$ cat src/rtl/ram_arb2.sv
// Two-requester arbiter/sequencer for a single-port synchronous RAM.
// Round-robin grants with per-requester burst lock and tagged read return.
module ram_arb2 #(
    parameter int RAM_LAT = 2,
    parameter int AW      = 9,
    parameter int DW      = 16
) (
    input  logic          sys_clk,
    input  logic          resetl,
    input  logic          req0,
    input  logic          req1,
    input  logic          wr0,
    input  logic          wr1,
    input  logic          lock0,
    input  logic          lock1,
    input  logic [AW-1:0] addr0,
    input  logic [AW-1:0] addr1,
    input  logic [DW-1:0] wdata0,
    input  logic [DW-1:0] wdata1,
    output logic          ack0,
    output logic          ack1,
    output logic          rvalid0,
    output logic          rvalid1,
    output logic [DW-1:0] rdata,
    output logic          ram_cen,
    output logic          ram_rw,
    output logic [AW-1:0] ram_a,
    output logic [DW-1:0] ram_din,
    input  logic [DW-1:0] ram_dout
);

    // state | meaning
    // NONE  | no owner; round-robin between eligible requesters
    // OWN0  | requester 0 holds a lock; granted every cycle while req0
    // OWN1  | requester 1 holds a lock; granted every cycle while req1
    typedef enum logic [1:0] {NONE = 2'd0, OWN0 = 2'd1, OWN1 = 2'd2} state_t;

    state_t           state;
    state_t           state_nxt;
    logic             rr_ptr;
    logic             gnt0;
    logic             gnt1;
    logic             elig0;
    logic             elig1;
    logic [RAM_LAT:0] tag_v;
    logic [RAM_LAT:0] tag_id;

    always_ff @(posedge sys_clk or negedge resetl) begin
        if (!resetl) state <= NONE;
        else         state <= state_nxt;
    end

    always_comb begin
        state_nxt = state;
        case (state)
            NONE: begin
                if (gnt0 && lock0)      state_nxt = OWN0;
                else if (gnt1 && lock1) state_nxt = OWN1;
            end
            OWN0:    if (!req0 || !lock0) state_nxt = NONE;
            OWN1:    if (!req1 || !lock1) state_nxt = NONE;
            default: state_nxt = NONE;
        endcase
    end

    // Unlocked requests are masked in their ack cycle: the requester is still
    // holding the access that was just issued. A locked requester instead
    // presents its next access during the ack cycle.
    assign elig0 = req0 && !ack0;
    assign elig1 = req1 && !ack1;

    always_comb begin
        gnt0 = 1'b0;
        gnt1 = 1'b0;
        case (state)
            NONE: begin
                if (elig0 && (!elig1 || !rr_ptr)) gnt0 = 1'b1;
                else if (elig1)                   gnt1 = 1'b1;
            end
            OWN0:    gnt0 = req0;
            OWN1:    gnt1 = req1;
            default: ;
        endcase
    end

    always_ff @(posedge sys_clk or negedge resetl) begin
        if (!resetl) begin
            ack0    <= 1'b0;
            ack1    <= 1'b0;
            rr_ptr  <= 1'b0;
            ram_cen <= 1'b1;
            ram_rw  <= 1'b1;
            ram_a   <= '0;
            ram_din <= '0;
        end else begin
            ack0 <= gnt0;
            ack1 <= gnt1;
            if (gnt0 || gnt1) begin
                rr_ptr  <= gnt0;
                ram_cen <= 1'b0;
                ram_rw  <= gnt0 ? !wr0 : !wr1;
                ram_a   <= gnt0 ? addr0 : addr1;
                ram_din <= gnt0 ? wdata0 : wdata1;
            end else begin
                ram_cen <= 1'b1;
                ram_rw  <= 1'b1;
            end
        end
    end

    // Tag stage k is visible k+1 cycles after the grant; the last stage lines
    // up with valid data on ram_dout.
    always_ff @(posedge sys_clk or negedge resetl) begin
        if (!resetl) begin
            tag_v   <= '0;
            tag_id  <= '0;
            rvalid0 <= 1'b0;
            rvalid1 <= 1'b0;
            rdata   <= '0;
        end else begin
            tag_v   <= {tag_v[RAM_LAT-1:0], (gnt0 && !wr0) || (gnt1 && !wr1)};
            tag_id  <= {tag_id[RAM_LAT-1:0], gnt1};
            rvalid0 <= tag_v[RAM_LAT] && !tag_id[RAM_LAT];
            rvalid1 <= tag_v[RAM_LAT] && tag_id[RAM_LAT];
            if (tag_v[RAM_LAT]) rdata <= ram_dout;
        end
    end

endmodule

$ cat config.mk
export PLATFORM = sky130hd
export DESIGN_NAME = ram_arb2
export DESIGN_NICKNAME = d
export VERILOG_FILES = /design/src/rtl/ram_arb2.sv
export SDC_FILE = /design/constraint.sdc
export NUM_CORES = 1
export LEC_CHECK = 0
export ABC_AREA = 1
export CORE_MARGIN = 8
export CORE_UTILIZATION = 36
export DETAILED_ROUTE_END_ITERATION = 6
export PLACE_DENSITY = 0.88
export REMOVE_ABC_BUFFERS = 1
export SKIP_LAST_GASP = 1
export SYNTH_ARGS = -nofsm -noshare
export SYNTH_HDL_FRONTEND = slang
export SYNTH_SLANG_ARGS = --single-unit
$ cat constraint.sdc
create_clock -name sys_clk -period 1.3 [get_ports sys_clk]
set_input_delay 0.39 -clock sys_clk [delete_from_list [all_inputs] [get_ports sys_clk]]
set_output_delay 0.39 -clock sys_clk [all_outputs]
set_load 0.05 [all_outputs]
==> results.md <==
- The critical path runs through a total of 9 cells.
- Static timing analysis puts the maximum clock frequency at 695.1 MHz.
- At the end of routability-driven placement, the weighted congestion stood at 0.9337.
- The critical path is of the flop to flop type.
- In this run the vertical extent of the chip is 98.39 um.
- The root buffer cell chosen for the clock tree is sky130_fd_sc_hd__clkbuf_8.
- The final reports fail on setup timing.
- Setup repair after global routing could not meet its margin everywhere.
- The tightest hold margin is 0.06756 ns.
- The number of nets in the layout is 534.
- TritonCTS created 5 clock buffers.
- The number of design-rule violations left by the first detailed-router iteration is 76.
- The highest routed metal layer is met4.
- The number of max-capacitance violations reported is 0.
- The top-level I/O count is 121.
- For this design, the sink count on the clock tree is 55.
- Dividing total power by cell area gives a power density of 2838 nW/um2.
- The number of hold violations in the final report is 0.
- The average footprint of a synthesized cell is 8.012 um2.
- The total count of max-transition violations in the final report was 0.
- The total number of H-tree levels is 2.
- The largest stage delay on the critical path is 0.41 ns.
- The main combinational cell family by area after synthesis is simple AND/OR/NAND/NOR gates.
- On the critical path, the stage with the largest delay is an instance of sky130_fd_sc_hd__dfrtp_1.
- The TritonCTS clock tree is yes.
- 0 antenna diodes ended up in the layout.
- The xor and xnor fraction of the mapped netlist area is 0%.
- The number of hold buffers added after CTS was 0.
- The layout-stage area growth over the synthesis result is 97.39%.
- The number of optimization iterations in the first detailed-route pass is 4.
- The number of global-route vias before repair is 2662.
- The highest net fanout along the worst path is 8.
- The initial antenna violation count was 0.
- The total via count in the routed design is 2569.
- Setup violations remaining at the end of the flow were counted as 30.
- The worst path arrival time is 1.68 ns.
- Between clock sinks in the finished design, the worst skew comes to 0.005604 ns.
- After layout, the worst path uses 110.7% of the clock period.
- After clock tree synthesis, the clock-pin slew on the worst setup and hold paths is 0.09 ns.
- The post-detailed-route wirelength per cell is 15.41 um.
- Entering global routing, the biggest net connects 56 pins.
- The most critical setup path has its startpoint at tag_id[0]$_DFF_PN0_.
- Cells with a size suffix above 1 make up 30.15% of the layout.
- The count of nets left with antenna violations once routing finished came out at 0.
- The critical path goes through inv_2, nand3_4, nand3_4, nand2_4, buf_6, nor2_8, clkbuf_16, nand2_1, nand2_1.
- The worst hold-check path type is input port to asynchronous set/reset pin.
- The endpoint identified for the worst register-to-register timing path is ram_din[9]$_DFFE_PN0N_.
- For this configuration, the core starts out at a cell density of 36.57%.
- The transition time at the pin with the least slew margin is 0.4540 ns.
- After synthesis the netlist holds a flip-flop and latch count of 55.
- The total overflow left after global routing is 0.
- The design draws 13.69 mW.
- The clock latency on the worst-skew pair is 0.30 ns.
- The clock passes through at most 2 buffers.
- The run finished, with violations left.
- The startpoint identified for the worst register-to-register timing path is tag_id[0]$_DFF_PN0_.
- In this run the tool buffered the top-level ports with 120 buffer cells.
- The final routed DRC violation total is 0.
- The post-synthesis compound-gate area fraction is 0.5632%.
- The worst setup path is launched from a flop.
- The final setup slack of the worst path is -0.1387 ns.
- The simple-gate share of the synthesized area is 37.22%.
- The met2 wire length is 4131 um.
- The detailed router put a total of 3214 um of wire on met1.
- The mean number of vias per cell is 4.749.
- The core box area is 6681 um2.
- For this design the static power due to leakage is 2.442 nW.
- The fraction of synthesized area in multiplexers is 0%.
- The number of buffers and inverters on the critical path is 3.
- For this block, the routed nets add up to 8338 um of wire.
- The number of inserted filler cells in the final layout is 481.
- The shortest period the worst path allows is 1.439 ns.
- The mapped netlist covers 2444 um2.
- STA classifies the critical path endpoint as a flop.
- The horizontal die dimension is 98.39 um.
- The routed design uses 773 um of met3 wire.
- In the global route stage, overall resource usage came out at 16.10%.
- Prior to clock tree synthesis, the placed netlist has a worst setup slack of -0.6258 ns.
- The setup slack of the most critical reg-to-reg path is -0.14 ns.
- The number of warnings reported in the yosys synthesis log is 0.
- The endpoint required time on the critical path is 1.54 ns.
- The synthesized netlist cell count is 305.
- For the worst flop-to-flop path, the logic depth is 9.
- The setup TNS after final layout is -2.941 ns.
- The HPWL after detailed placement is 5869 um.
- The share of synthesized cell area in full adder, half adder and majority cells is 0%.
- VDD sags by at most 1392 uV.
- The floorplan die area is 9680 um2.
- The first global-routing pass estimated 12700 um of wire.
- Summing all multi-input logic gate instances after layout gives 1061 um2.
- After floorplanning, the core was divided into 30 placement rows.
- In the final layout, flip-flops and latches occupy 1379 um2.
- The count of cell types in the netlist is 19.
- Among cell families on the critical path, the largest total delay comes from simple AND/OR/NAND/NOR gates.
- The headroom to the max-slew limit is 69.55%.
- Summing the sequential cell areas from Yosys gives 56.43% of the chip area.
-- worst register-to-register path, cell delays in order (launching register included) --
cell                        delay (ns)
sky130_fd_sc_hd__dfrtp_1          0.41
sky130_fd_sc_hd__inv_2            0.09
sky130_fd_sc_hd__nand3_4          0.10
sky130_fd_sc_hd__nand3_4          0.09
sky130_fd_sc_hd__nand2_4          0.07
sky130_fd_sc_hd__buf_6            0.13
sky130_fd_sc_hd__nor2_8           0.18
sky130_fd_sc_hd__clkbuf_16        0.19
sky130_fd_sc_hd__nand2_1          0.05
sky130_fd_sc_hd__nand2_1          0.07
-- metrics by stage --
stage,instances,utilization (%),instance area (um2)
2_1_floorplan,291,-,2344
3_3_place_gp,507,64.06,4280
3_5_place_dp,507,64.06,4280
4_1_cts,516,67.12,4484
5_1_grt,541,72.19,4823
6_report,541,72.19,4823
-- flip-flops by register name, indices dropped and copies added, names as in the netlist --
signal and count:
ack0 1, rr_ptr 1, tag_v 3, rvalid1 1
ram_cen 1, ram_a 9, tag_id 3, ram_rw 1
state 2, ram_din 16, rdata 16, rvalid0 1
-- cell usage in the layout, fill, tap and decap left out --
master,synthesis,routed
sky130_fd_sc_hd__clkbuf_8,0,6
sky130_fd_sc_hd__nand3_4,0,2
sky130_fd_sc_hd__nand2_1,186,160
sky130_fd_sc_hd__dfstp_2,2,2
sky130_fd_sc_hd__nand2_4,0,6
sky130_fd_sc_hd__nor2_1,5,3
sky130_fd_sc_hd__o21ai_1,0,1
sky130_fd_sc_hd__nor2_4,1,2
sky130_fd_sc_hd__clkdlybuf4s50_1,0,70
sky130_fd_sc_hd__buf_4,2,28
sky130_fd_sc_hd__inv_2,1,3
sky130_fd_sc_hd__clkinv_1,1,1
sky130_fd_sc_hd__nand3_1,27,25
sky130_fd_sc_hd__a21oi_4,0,1
sky130_fd_sc_hd__buf_2,2,1
sky130_fd_sc_hd__buf_16,0,1
sky130_fd_sc_hd__clkinv_2,0,1
sky130_fd_sc_hd__buf_12,0,51
sky130_fd_sc_hd__buf_6,5,6
sky130_fd_sc_hd__dlygate4sd2_1,0,2
sky130_fd_sc_hd__clkbuf_16,0,3
sky130_fd_sc_hd__nor2_2,0,1
sky130_fd_sc_hd__nand2_2,1,21
sky130_fd_sc_hd__bufinv_16,0,1
sky130_fd_sc_hd__nor2_8,1,1
sky130_fd_sc_hd__dfrtp_1,53,53
sky130_fd_sc_hd__inv_1,9,7
sky130_fd_sc_hd__nand3_2,2,2
-- cells in the mapped netlist --
cell	n	share of area, %
sky130_fd_sc_hd__a21oi_2	1	0.36
sky130_fd_sc_hd__buf_1	1	0.15
sky130_fd_sc_hd__buf_2	2	0.41
sky130_fd_sc_hd__buf_4	2	0.61
sky130_fd_sc_hd__buf_6	5	2.3
sky130_fd_sc_hd__clkbuf_1	4	0.61
sky130_fd_sc_hd__clkinv_1	1	0.15
sky130_fd_sc_hd__dfrtp_1	53	54
sky130_fd_sc_hd__dfstp_2	2	2.2
sky130_fd_sc_hd__inv_1	9	1.4
sky130_fd_sc_hd__inv_2	1	0.15
sky130_fd_sc_hd__nand2_1	186	29
sky130_fd_sc_hd__nand2_2	1	0.26
sky130_fd_sc_hd__nand3_1	27	5.5
sky130_fd_sc_hd__nand3_2	2	0.82
sky130_fd_sc_hd__nor2_1	5	0.77
sky130_fd_sc_hd__nor2_4	1	0.46
sky130_fd_sc_hd__nor2_8	1	0.82
sky130_fd_sc_hd__o21ai_0	1	0.20
-- power by group --
group / internal (mW) / total, mW / switching, mW
Clock: 0.624 / 1.17 / 0.545
Combinational: 4.49 / 9.20 / 4.71
Sequential: 2.51 / 3.32 / 0.808
Total: 7.62 / 13.7 / 6.06
-- per-layer routing --
layer  track usage (%)  up-vias
met5                 0        -
met4             6.139        0
met3             7.966       21
met2             26.74      118
met1             17.18     1192
li1                  -     1238
-- worst max path at each step --
stage	end	slack, ns
after floorplan	ram_a[0]$_DFFE_PN0N_	-1.22
after global placement	ram_din[10]$_DFFE_PN0N_	-0.53
after detailed placement	ram_din[1]$_DFFE_PN0N_	-0.63
after CTS	ack0	-0.12
after global routing	ram_a[3]$_DFFE_PN0N_	-0.19
final	ram_din[9]$_DFFE_PN0N_	-0.14
-- what timing repair did --
action,in CTS,in global routing
buffers inserted,0,22
cloned,1,3
setup endpoints to repair,40,71
pin swaps,7,13
gates resized for setup,22,30
-- cell type report --
class	count	area share, %
Clock buffer	6	1.712
Timing Repair Buffer	162	44.05
Sequential cell	55	28.59
Clock inverter	2	0.7263
Tap cell	80	2.075
Inverter	11	0.8560
Multi-Input combinational cell	225	22.00
-- logic make-up after synthesis --
family	Yosys count
AND/OR/NAND/NOR	223
AO/OA/AOI/OAI	2
buffers and inverters	25
flip-flops	55
Power figures use the tool's default switching activity.
